## src/rtl/ebi_bus_bridge.sv

```systemverilog
`default_nettype none
// ============================================================================
// Module   : ebi_bus_bridge
// Brief    : Turns asynchronous MCU EBI strobes into single-cycle clk-synchronous
//            register accesses on the internal pin-controller bus.
// Revision : 1.0  initial release
// ============================================================================
module ebi_bus_bridge #(
  parameter int                ADDR_W       = 21,
  parameter int                DATA_W       = 16,
  parameter logic [ADDR_W-1:0] IDLE_ADDR    = 21'h1FFFFF,
  parameter int                READ_LATENCY = 2
) (
  input  logic              clk,
  input  logic              reset,
  input  logic              ebi_cs_n,
  input  logic              ebi_wr_n,
  input  logic              ebi_rd_n,
  input  logic [ADDR_W-1:0] ebi_addr,
  input  logic [DATA_W-1:0] ebi_wdata,
  output logic [DATA_W-1:0] ebi_rdata,
  output logic              ebi_rdata_oe,
  output logic [ADDR_W-1:0] bus_addr,
  output logic [DATA_W-1:0] bus_wdata,
  output logic              bus_we,
  input  logic [DATA_W-1:0] bus_rdata,
  output logic              proto_err
);

  localparam logic [3:0] c_READ_LAT = 4'(READ_LATENCY);
  localparam logic [1:0] c_SETTLED  = 2'd2;

  typedef enum logic [2:0] {
    S_IDLE     = 3'd0,
    S_WR_BEAT  = 3'd1,
    S_WR_HOLD  = 3'd2,
    S_RD_WAIT  = 3'd3,
    S_RD_DRIVE = 3'd4
  } state_t;

  state_t            r_state;
  state_t            w_state_nxt;
  logic [1:0]        r_cs_sync;
  logic [1:0]        r_wr_sync;
  logic [1:0]        r_rd_sync;
  logic [1:0]        r_settle;
  logic              r_armed;
  logic [3:0]        r_cnt;
  logic [ADDR_W-1:0] r_addr;
  logic [DATA_W-1:0] r_wdata;
  logic [DATA_W-1:0] r_rdata;
  logic              r_proto_err;
  logic              w_wr_act;
  logic              w_rd_act;
  logic              w_wr_go;
  logic              w_rd_go;
  logic              w_cap_wr;
  logic              w_cap_rd;
  logic              w_latch;

  assign w_wr_act = !r_cs_sync[1] && !r_wr_sync[1];
  assign w_rd_act = !r_cs_sync[1] && !r_rd_sync[1];
  // A strobe already low when reset releases must be seen high before it counts
  assign w_wr_go  = r_armed && w_wr_act;
  assign w_rd_go  = r_armed && w_rd_act;

  always_ff @(posedge clk or negedge reset) begin
    if (!reset) begin
      r_cs_sync <= 2'b11;
      r_wr_sync <= 2'b11;
      r_rd_sync <= 2'b11;
      r_settle  <= 2'd0;
      r_armed   <= 1'b0;
    end else begin
      r_cs_sync <= {r_cs_sync[0], ebi_cs_n};
      r_wr_sync <= {r_wr_sync[0], ebi_wr_n};
      r_rd_sync <= {r_rd_sync[0], ebi_rd_n};
      if (r_settle != c_SETTLED) begin
        r_settle <= r_settle + 2'd1;
      end
      if (r_settle == c_SETTLED && !w_wr_act && !w_rd_act) begin
        r_armed <= 1'b1;
      end
    end
  end

  always_ff @(posedge clk or negedge reset) begin
    if (!reset) begin
      r_state <= S_IDLE;
    end else begin
      r_state <= w_state_nxt;
    end
  end

  always_comb begin
    w_state_nxt = r_state;
    w_cap_wr    = 1'b0;
    w_cap_rd    = 1'b0;
    w_latch     = 1'b0;
    case (r_state)
      S_IDLE: begin
        if (w_wr_go && !w_rd_go) begin
          w_state_nxt = S_WR_BEAT;
          w_cap_wr    = 1'b1;
        end else if (w_rd_go && !w_wr_go) begin
          w_state_nxt = S_RD_WAIT;
          w_cap_rd    = 1'b1;
        end
      end
      S_WR_BEAT: w_state_nxt = S_WR_HOLD;
      S_WR_HOLD: begin
        if (!w_wr_act) w_state_nxt = S_IDLE;
      end
      S_RD_WAIT: begin
        if (!w_rd_act) begin
          w_state_nxt = S_IDLE;
        end else if (r_cnt == 4'd1) begin
          w_state_nxt = S_RD_DRIVE;
          w_latch     = 1'b1;
        end
      end
      S_RD_DRIVE: begin
        if (!w_rd_act) w_state_nxt = S_IDLE;
      end
      default: w_state_nxt = S_IDLE;
    endcase
  end

  always_ff @(posedge clk or negedge reset) begin
    if (!reset) begin
      r_cnt       <= 4'd0;
      r_addr      <= IDLE_ADDR;
      r_wdata     <= '0;
      r_rdata     <= '0;
      r_proto_err <= 1'b0;
    end else begin
      if (w_cap_wr || w_cap_rd) begin
        r_addr <= ebi_addr;
      end
      if (w_cap_wr) begin
        r_wdata <= ebi_wdata;
      end
      if (w_cap_rd) begin
        r_cnt <= c_READ_LAT;
      end else if (r_state == S_RD_WAIT) begin
        r_cnt <= r_cnt - 4'd1;
      end
      if (w_latch) begin
        r_rdata <= bus_rdata;
      end
      if (w_wr_go && w_rd_go) begin
        r_proto_err <= 1'b1;
      end
    end
  end

  // Address is parked off-decode except while a write beat or a read is live
  assign bus_addr     = (r_state == S_WR_BEAT || r_state == S_RD_WAIT) ? r_addr : IDLE_ADDR;
  assign bus_wdata    = r_wdata;
  assign bus_we       = (r_state == S_WR_BEAT);
  assign ebi_rdata    = r_rdata;
  assign ebi_rdata_oe = (r_state == S_RD_DRIVE);
  assign proto_err    = r_proto_err;

endmodule
`default_nettype wire
```

## config.mk

```make
export PLATFORM = sky130hd
export DESIGN_NAME = ebi_bus_bridge
export DESIGN_NICKNAME = d
export VERILOG_FILES = /design/src/rtl/ebi_bus_bridge.sv
export SDC_FILE = /design/constraint.sdc
export NUM_CORES = 1
export LEC_CHECK = 0
export CAP_MARGIN = 20
export CORE_UTILIZATION = 55
export DETAILED_ROUTE_END_ITERATION = 8
export DONT_BUFFER_PORTS = 1
export HOLD_SLACK_MARGIN = 0.08
export PLACE_DENSITY = 0.7
export REMOVE_ABC_BUFFERS = 1
export SLEW_MARGIN = 30
export SYNTH_ARGS = -nofsm -noshare
export SYNTH_HDL_FRONTEND = slang
export SYNTH_SLANG_ARGS = --single-unit
```

## constraint.sdc

```tcl
create_clock -name clk -period 2.4 [get_ports clk]
set_input_delay 0.24 -clock clk [delete_from_list [all_inputs] [get_ports clk]]
set_output_delay 0.24 -clock clk [all_outputs]
set_load 0.02 [all_outputs]
```

# After elaboration in Yosys (flattened, before gate mapping)
# Cells that the tools add are included.
# op_classes
add_sub_neg,2
eq_ne,11
muxes,18
reduce_logical,21
# ops
operator,count
$mux W21,1
$mux W3,6
$pmux W3 S5,1
$logic_and A1 B1 Y1,9
$mux W1,8
$mux W4,2
$logic_not A1 Y1,7
$eq A3 B2 Y1 const B,2
$ne A2 B2 Y1 const B,3
$ne A3 B3 Y1 const B,2
$eq A4 B1 Y1 const B,1
$reduce_and A4 Y1,1
$sub A4 B1 Y4 const B,1
$eq A3 B1 Y1 const B,1
$eq A3 B3 Y1 const B,1
$logic_not A3 Y1,1
$add A2 B1 Y2 const B,1
$eq A2 B2 Y1 const B,1
$logic_or A1 B1 Y1,2
$reduce_bool A2 Y1,1
# word_totals
regBits,70
in_bits,58
output_inout_bits,56
wordCells,63

# Depth between registers and ports, before layout
# Gate-level depths: netlist of run 1.
# depth
depth_word,9
ltp_mapped,8
depth_no_buf,7

# Worst setup path after synthesis of run 1
# No wires, ideal clock.
# synth_path
kind,flip-flop to flip-flop
from,reg r_cs_sync[1]
to,"reg r_wdata[10], in the netlist bus_wdata[10]"
setup_time_ns,0.125
arrival_ns,1.784
path_slack_ns,0.491
stages_incl_launch_ff,7
n_path_buf,1
cell_sequence,dfstp_2 -> nor2_1 -> nand2_1 -> ha_1 -> nor4b_4 -> buf_6 -> mux2_2
# synth_via
elab_chain_cells,7
elab_cells_between_ends,9
cone_classes,mux (2); reduce/logical (7)
# synth_lines
element,line_no,text
"start, declared",43,logic [1:0] r_cs_sync;
"start signal, assigned",75,"r_cs_sync <= {r_cs_sync[0], ebi_cs_n};"
$logic_not A1 Y1 *,"61, 62",
$logic_and A1 B1 Y1,62,assign w_rd_act = !r_cs_sync[1] && !r_rd_sync[1];
$logic_and A1 B1 Y1,65,assign w_rd_go = r_armed && w_rd_act;
$logic_not A1 Y1,102,if (w_wr_go && !w_rd_go) begin
$logic_and A1 B1 Y1 *,102,
$mux W1 *,102,
$mux W1 *,100,case (r_state)
"end signal, assigned",141,r_wdata <= ebi_wdata;
"end, declared",50,logic [DATA_W-1:0] r_wdata;
# Mark *: on every way between the ends. The rest lies on a longest branch, timed or not.
# A chain may end at the register's enable or synchronous reset.

# Worst setup path in the final report of run 1
# layout_path
from,reg r_state[0]
to,out bus_we
# layout_via
elab_chain_cells,1
# layout_lines
element,line_no,text
"start, declared",41,state_t r_state;
"start signal, assigned",91,r_state <= w_state_nxt;
$eq A3 B1 Y1,160,assign bus_we = (r_state == S_WR_BEAT);
"end, declared",25,"output logic bus_we,"
# Every way passes these cells.

==> impl_metrics.json, run 1 <==
{
  "pin_count": 114,
  "dp.cells": 298,
  "setup_viol_count_final": 0,
  "async_flop_share_pct": 100.0,
  "cpPeakStageDelay_ns": 0.78,
  "irDropWorstVdd_mv": 0.8021,
  "relSlewSlack_pct": 54.16,
  "post_cts_buffers": 0,
  "period_share_pct": 90.14,
  "clk_pin_slew_ns": 0.08,
  "cp.required_ns": 2.16,
  "viasPerCell": 5.266,
  "crit_arrival_ns": 1.92,
  "overflow": 0,
  "drtIter0Drc": 139,
  "power.leakage_nw": 1.750,
  "cts.sinks": 70,
  "cp_max_fo": 22,
  "grt_pass1_vias": 2148,
  "critPathCaptureType": "primary output",
  "drt_wl_total_um": 6515,
  "ant_nets": 0,
  "worstSkewPairLatency_ns": 0.33,
  "diodes": 0,
  "drive_above_1_share_pct": 43.05,
  "syn_inst": 214,
  "setup_tns_ns": 0,
  "grt_max_degree": 71,
  "holdWs_ns": 0.3603,
  "antenna_found_initial": 0,
  "num-fill-cells": 311,
  "power_density_mw_per_mm2": 1096,
  "drc_errors": 0,
  "finalMaxSlewViolations": 0,
  "dr_total_vias": 1959,
  "syn_area_mm2": 0.003072,
  "instances_no_fill": 372,
  "io_buffers": 0,
  "p_comb_share_pct": 26.9,
  "cts_buffers": 9,
  "hp-class": "flop to flop",
  "dieArea_mm2": 0.005887,
  "swShare_pct": 32.67,
  "dpl.hpwl_um": 3907,
  "start_kind": "flop",
  "max_freq_mhz": 462.2,
  "seq_area_frac_synth_pct": 58.13,
  "clock_tree.buffer_depth": 2,
  "synth_flop_cell": "dfrtp_1",
  "seq_power_share_pct": 49.4,
  "p_sw_w": 0.001467,
  "rows": 26,
  "postLayoutSetupSlackWorst_ns": 0.2366,
  "syn_area_per_cell_um2": 14.35,
  "post-place-ws_ns": 0.3748,
  "skew_ns": 0.01038,
  "cts_root_buf": "clkbuf_8",
  "areaGrowthSynthToFinish_pct": 33.44,
  "synth-edff-count": 0,
  "period_minus_slack_ns": 2.163,
  "crit_chain": "nor2b_1, buf_4, nor2b_1, buf_4",
  "critical_path_class": "flop to primary output",
  "tritoncts": "yes",
  "die_x_um": 76.73,
  "start_util_pct": 58.65,
  "grt_first_pass_wirelength_um": 10580,
  "seqCellArea_mm2": 0.001785,
  "first_pass_iters": 4,
  "synth-seq-cells": 70,
  "wl_per_cell_um": 17.51,
  "finalHoldViolations": 0,
  "rsz0062_at_grt": "no",
  "routabilityCongestion": 0.7277,
  "track_usage_pct": 23.42,
  "die_h_um": 76.73,
  "multi_input_area_mm2": 0.001185,
  "synth_cell_type_count": 35,
  "yosys_warnings": 0,
  "coreArea_mm2": 0.005238,
  "pwr-share-clk_pct": 23.7,
  "htree_levels": 3,
  "p_int_w": 0.003024,
  "max_cap_violations": 0,
  "crit_slowest_cell": "dfrtp_1",
  "outcome": "finished clean",
  "worst_pin_slew_ns": 0.6876,
  "finalPower_w": 0.004491,
  "nNetsFinal": 361
}
-- state kept, by name, indices dropped and copies added, names as in the netlist --
signal     count
r_armed        1
bus_wdata     16
r_state        3
ebi_rdata     16
r_cnt          4
r_rd_sync      2
proto_err      1
r_addr        21
r_cs_sync      2
r_wr_sync      2
r_settle       2
-- metal layers --
metal	global-route usage [%]	vias up	part of all wire (%)
met1	27.49	954	40
li1	-	905	-
met2	40.09	93	52
met5	0	-	0
met4	8.846	0	0.97
met3	7.262	7	7.4
-- cell families (layout without fill, tap and decap cells) --
kind of cell             count (synthesis)  in the layout  synth area share (%)
flip-flops                              70             70                 58.13
multiplexers                            54             54                 20.98
AND/OR/NAND/NOR                         52             52                 11.57
buffers and inverters                   17            105                 3.584
AO/OA/AOI/OAI                           14             14                 3.014
adder cells (fa/ha/maj)                  6              6                 2.444
XOR/XNOR                                 1              1                0.2852
-- repair_timing --
| action | 4_1_cts | 5_1_grt |
|---|---|---|
| endpoints found under the hold margin | 126 | 0 |
| setup endpoints to repair | 0 | 0 |
| hold buffers | 58 | 0 |
| gates resized for setup | 0 | 0 |
-- Yosys cell counts (3+ instances only) --
master	number	area share, %
dfstp_2	27	23
inv_1	6	0.73
clkbuf_1	3	0.37
nand2b_1	21	4.3
a21oi_1	6	0.98
mux2_4	10	4.9
mux2_2	42	15
buf_6	5	1.8
ha_1	6	2.4
nor3_1	6	0.98
nor2_1	7	0.86
dfrtp_1	43	35
nand2_1	3	0.37
-- worst max-delay path, delay by kind of cell, from the launching register on --
kind | cells | cell delay (ns)
DFF | 1 | 0.78
buffers and inverters | 2 | 0.42
and+or+nand+nor | 2 | 0.40
-- layout make-up --
cell class | instances | area share, %
inverters | 6 | 0.5495
flip-flops and latches | 70 | 43.56
multi-input cells | 127 | 28.91
clock buffers | 11 | 3.694
clock inverters | 5 | 1.984
well taps | 70 | 2.137
repair buffers | 83 | 19.17
-- cell usage in the layout, fill, tap and decap left out, types with 7 or more instances in the layout --
master	instances
dlygate4sd3_1	57
mux2_4	10
nor2_1	7
buf_4	25
nand2b_1	21
clkbuf_8	11
dfrtp_1	43
mux2_2	42
dfstp_2	27
-- final timing paths --
kind	endpoint	startpoint	cells after the start	slack, ns
min reg2reg	r_wr_sync[1]$_DFF_PN1_	r_wr_sync[0]$_DFF_PN1_	0	0.36
max	bus_we	r_state[0]$_DFFE_PN0P_	4	0.24
max reg2reg	r_addr[1]$_DFFE_PN1P_	r_rd_sync[1]$_DFF_PN1_	8	0.36
min in group asynchronous	r_settle[1]$_DFFE_PN0P_	reset	2	0.45
max in group asynchronous	r_addr[13]$_DFFE_PN1P_	reset	2	1.63
min	r_wr_sync[1]$_DFF_PN1_	r_wr_sync[0]$_DFF_PN1_	0	0.36
-- per-stage QoR --
stage                     utilization [%]  cell area (um2)
after CTS                           78.26             4099
after detailed placement            62.40             3268
final                               78.26             4099
after floorplan                         -             2984
after global routing                78.26             4099
after global placement              62.40             3268
-- power by group through the flow --
stage | combinational [W] | clock, W | sequential, W
2_1_floorplan | 0.000817 | 0 | 0.00213
3_3_place_gp | 0.00104 | 0 | 0.00220
3_5_place_dp | 0.00110 | 0 | 0.00222
4_1_cts | 0.00120 | 0.00108 | 0.00221
5_1_grt | 0.00130 | 0.00115 | 0.00228
6_report | 0.00121 | 0.00106 | 0.00222
No activity file was read; power rests on OpenSTA's default activity.
==> run 2: changes to the inputs <==
Settings changed: CTS_BUF_LIST set to sky130_fd_sc_hd__clkbuf_16, SLEW_MARGIN 30 to 20.
==> impl_metrics.json, run 2 (synthesis results as in run 1) <==
{
  "dieArea_mm2": 0.005887,
  "viasPerCell": 5.323,
  "cts_resized": 0,
  "cts_root_buf": "clkbuf_16",
  "cp.required_ns": 2.16,
  "dr_total_vias": 1975,
  "htree_levels": 3,
  "pin_count": 114,
  "irDropWorstVdd_mv": 0.9822,
  "drc_errors": 0,
  "top_register": "r_addr",
  "clk_pin_slew_ns": 0.05,
  "fin_util_pct": 79.62,
  "drt_wl_total_um": 6399,
  "first_pass_iters": 4,
  "cts.sinks": 70,
  "die_x_um": 76.73,
  "critPathCaptureType": "primary output",
  "final_cell_mix": "dlygate4sd3_1 (56), dfrtp_1 (43), mux2_2 (42)",
  "crit_arrival_ns": 1.92,
  "period_share_pct": 90.14,
  "dp.cells": 298,
  "max_cap_violations": 0,
  "tritoncts": "yes",
  "worstSkewPairLatency_ns": 0.32,
  "grt_max_degree": 71,
  "hp-class": "input port to flop",
  "start_util_pct": 58.65,
  "largest_reg_flops": 21,
  "finalHoldViolations": 0,
  "outcome": "finished clean",
  "critical_path_class": "flop to primary output",
  "areaGrowthSynthToFinish_pct": 35.76,
  "die_h_um": 76.73,
  "cts_hold_buf": 56,
  "track_usage_pct": 23.49,
  "cp_max_fo": 22,
  "cts_buffers": 9,
  "period_minus_slack_ns": 2.163,
  "finalMaxSlewViolations": 0,
  "drtIter0Drc": 91,
  "relSlewSlack_pct": 54.01,
  "ant_nets": 0,
  "routabilityCongestion": 0.7277,
  "start_kind": "flop",
  "setup_tns_ns": 0,
  "grt_first_pass_wirelength_um": 10630,
  "diodes": 0,
  "clock_tree.buffer_depth": 2,
  "coreArea_mm2": 0.005238,
  "layout_commonest_cell": "dlygate4sd3_1",
  "rows": 26,
  "dpl.hpwl_um": 3907,
  "nNetsFinal": 360,
  "post_cts_buffers": 0,
  "skew_ns": 0.006454,
  "instances_no_fill": 371,
  "setup_viol_count_final": 0,
  "wl_per_cell_um": 17.25,
  "drive_above_1_share_pct": 42.52,
  "worst_pin_slew_ns": 0.6899,
  "grt_pass1_vias": 2121,
  "rsz0062_at_grt": "no",
  "antenna_found_initial": 0,
  "overflow": 0,
  "io_buffers": 0,
  "power_density_mw_per_mm2": 1147,
  "max_freq_mhz": 462.2,
  "power.leakage_nw": 1.781
}
-- run 2: cell count changes in the layout (fill, tap and decap cells not counted) --
cell and delta:
clkinv_1 +2, dlygate4sd3_1 -1, clkbuf_16 +9, clkbuf_8 -11
-- run 2: worst paths after layout --
check / startpoint / end / slack (ns) / cells past startpoint
worst max-delay path: r_state[0]$_DFFE_PN0P_ / bus_we / 0.24 / 4
worst min-delay path: ebi_addr[0] / r_addr[0]$_DFFE_PN1P_ / 0.09 / 1
worst max register to register: r_rd_sync[1]$_DFF_PN1_ / r_addr[12]$_DFFE_PN1P_ / 0.38 / 8
worst min register to register: r_wr_sync[0]$_DFF_PN1_ / r_wr_sync[1]$_DFF_PN1_ / 0.36 / 0
max in group asynchronous: reset / r_addr[12]$_DFFE_PN1P_ / 1.61 / 2
min in group asynchronous: reset / bus_wdata[5]$_DFFE_PN0P_ / 0.47 / 2
-- run 2: layout make-up --
| class | count | area, um2 |
|---|---|---|
| Clock buffer | 9 | 225.2 |
| Multi-Input combinational cell | 127 | 1185 |
| Inverter | 6 | 22.52 |
| Tap cell | 70 | 87.58 |
| Sequential cell | 70 | 1785 |
| Clock inverter | 7 | 88.84 |
| Fill cell | 303 | 1067 |
| Timing Repair Buffer | 82 | 775.7 |
-- run 2: power breakdown --
| group | total (W) | internal (W) | switching (W) |
|---|---|---|---|
| Combinational | 0.00121 | 0.000681 | 0.000528 |
| Clock | 0.00136 | 0.000901 | 0.000459 |
| Sequential | 0.00222 | 0.00170 | 0.000515 |
| Total | 0.00479 | 0.00328 | 0.00150 |
-- run 2: per-stage QoR --
| step | total power [W] | worst slack (ns) | instance area, um2 | hold slack, ns |
|---|---|---|---|---|
| final | 0.004785 | 0.2366 | 4170 | 0.09199 |
| after CTS | 0.004799 | 0.2202 | 4160 | 0.08177 |
| after detailed placement | 0.003320 | 0.3748 | 3268 | -0.05479 |
| after global placement | 0.003245 | 0.4783 | 3268 | -0.05440 |
| after floorplan | 0.002942 | -0.2823 | 2984 | -0.05559 |
| after global routing | 0.005032 | 0.1362 | 4170 | 0.08345 |
-- run 2: metal layers --
metal  GRT usage [%]  share of wire [%]
met5               0                  0
met4           9.423                1.3
met3           7.143                6.9
met2           39.64                 52
met1           27.93                 40
-- run 2: critical path, cell delays in order, from the launching register on --
cell     delay (ns)
dfrtp_1        0.78
nor2b_1        0.21
buf_4          0.27
nor2b_1        0.19
buf_4          0.16
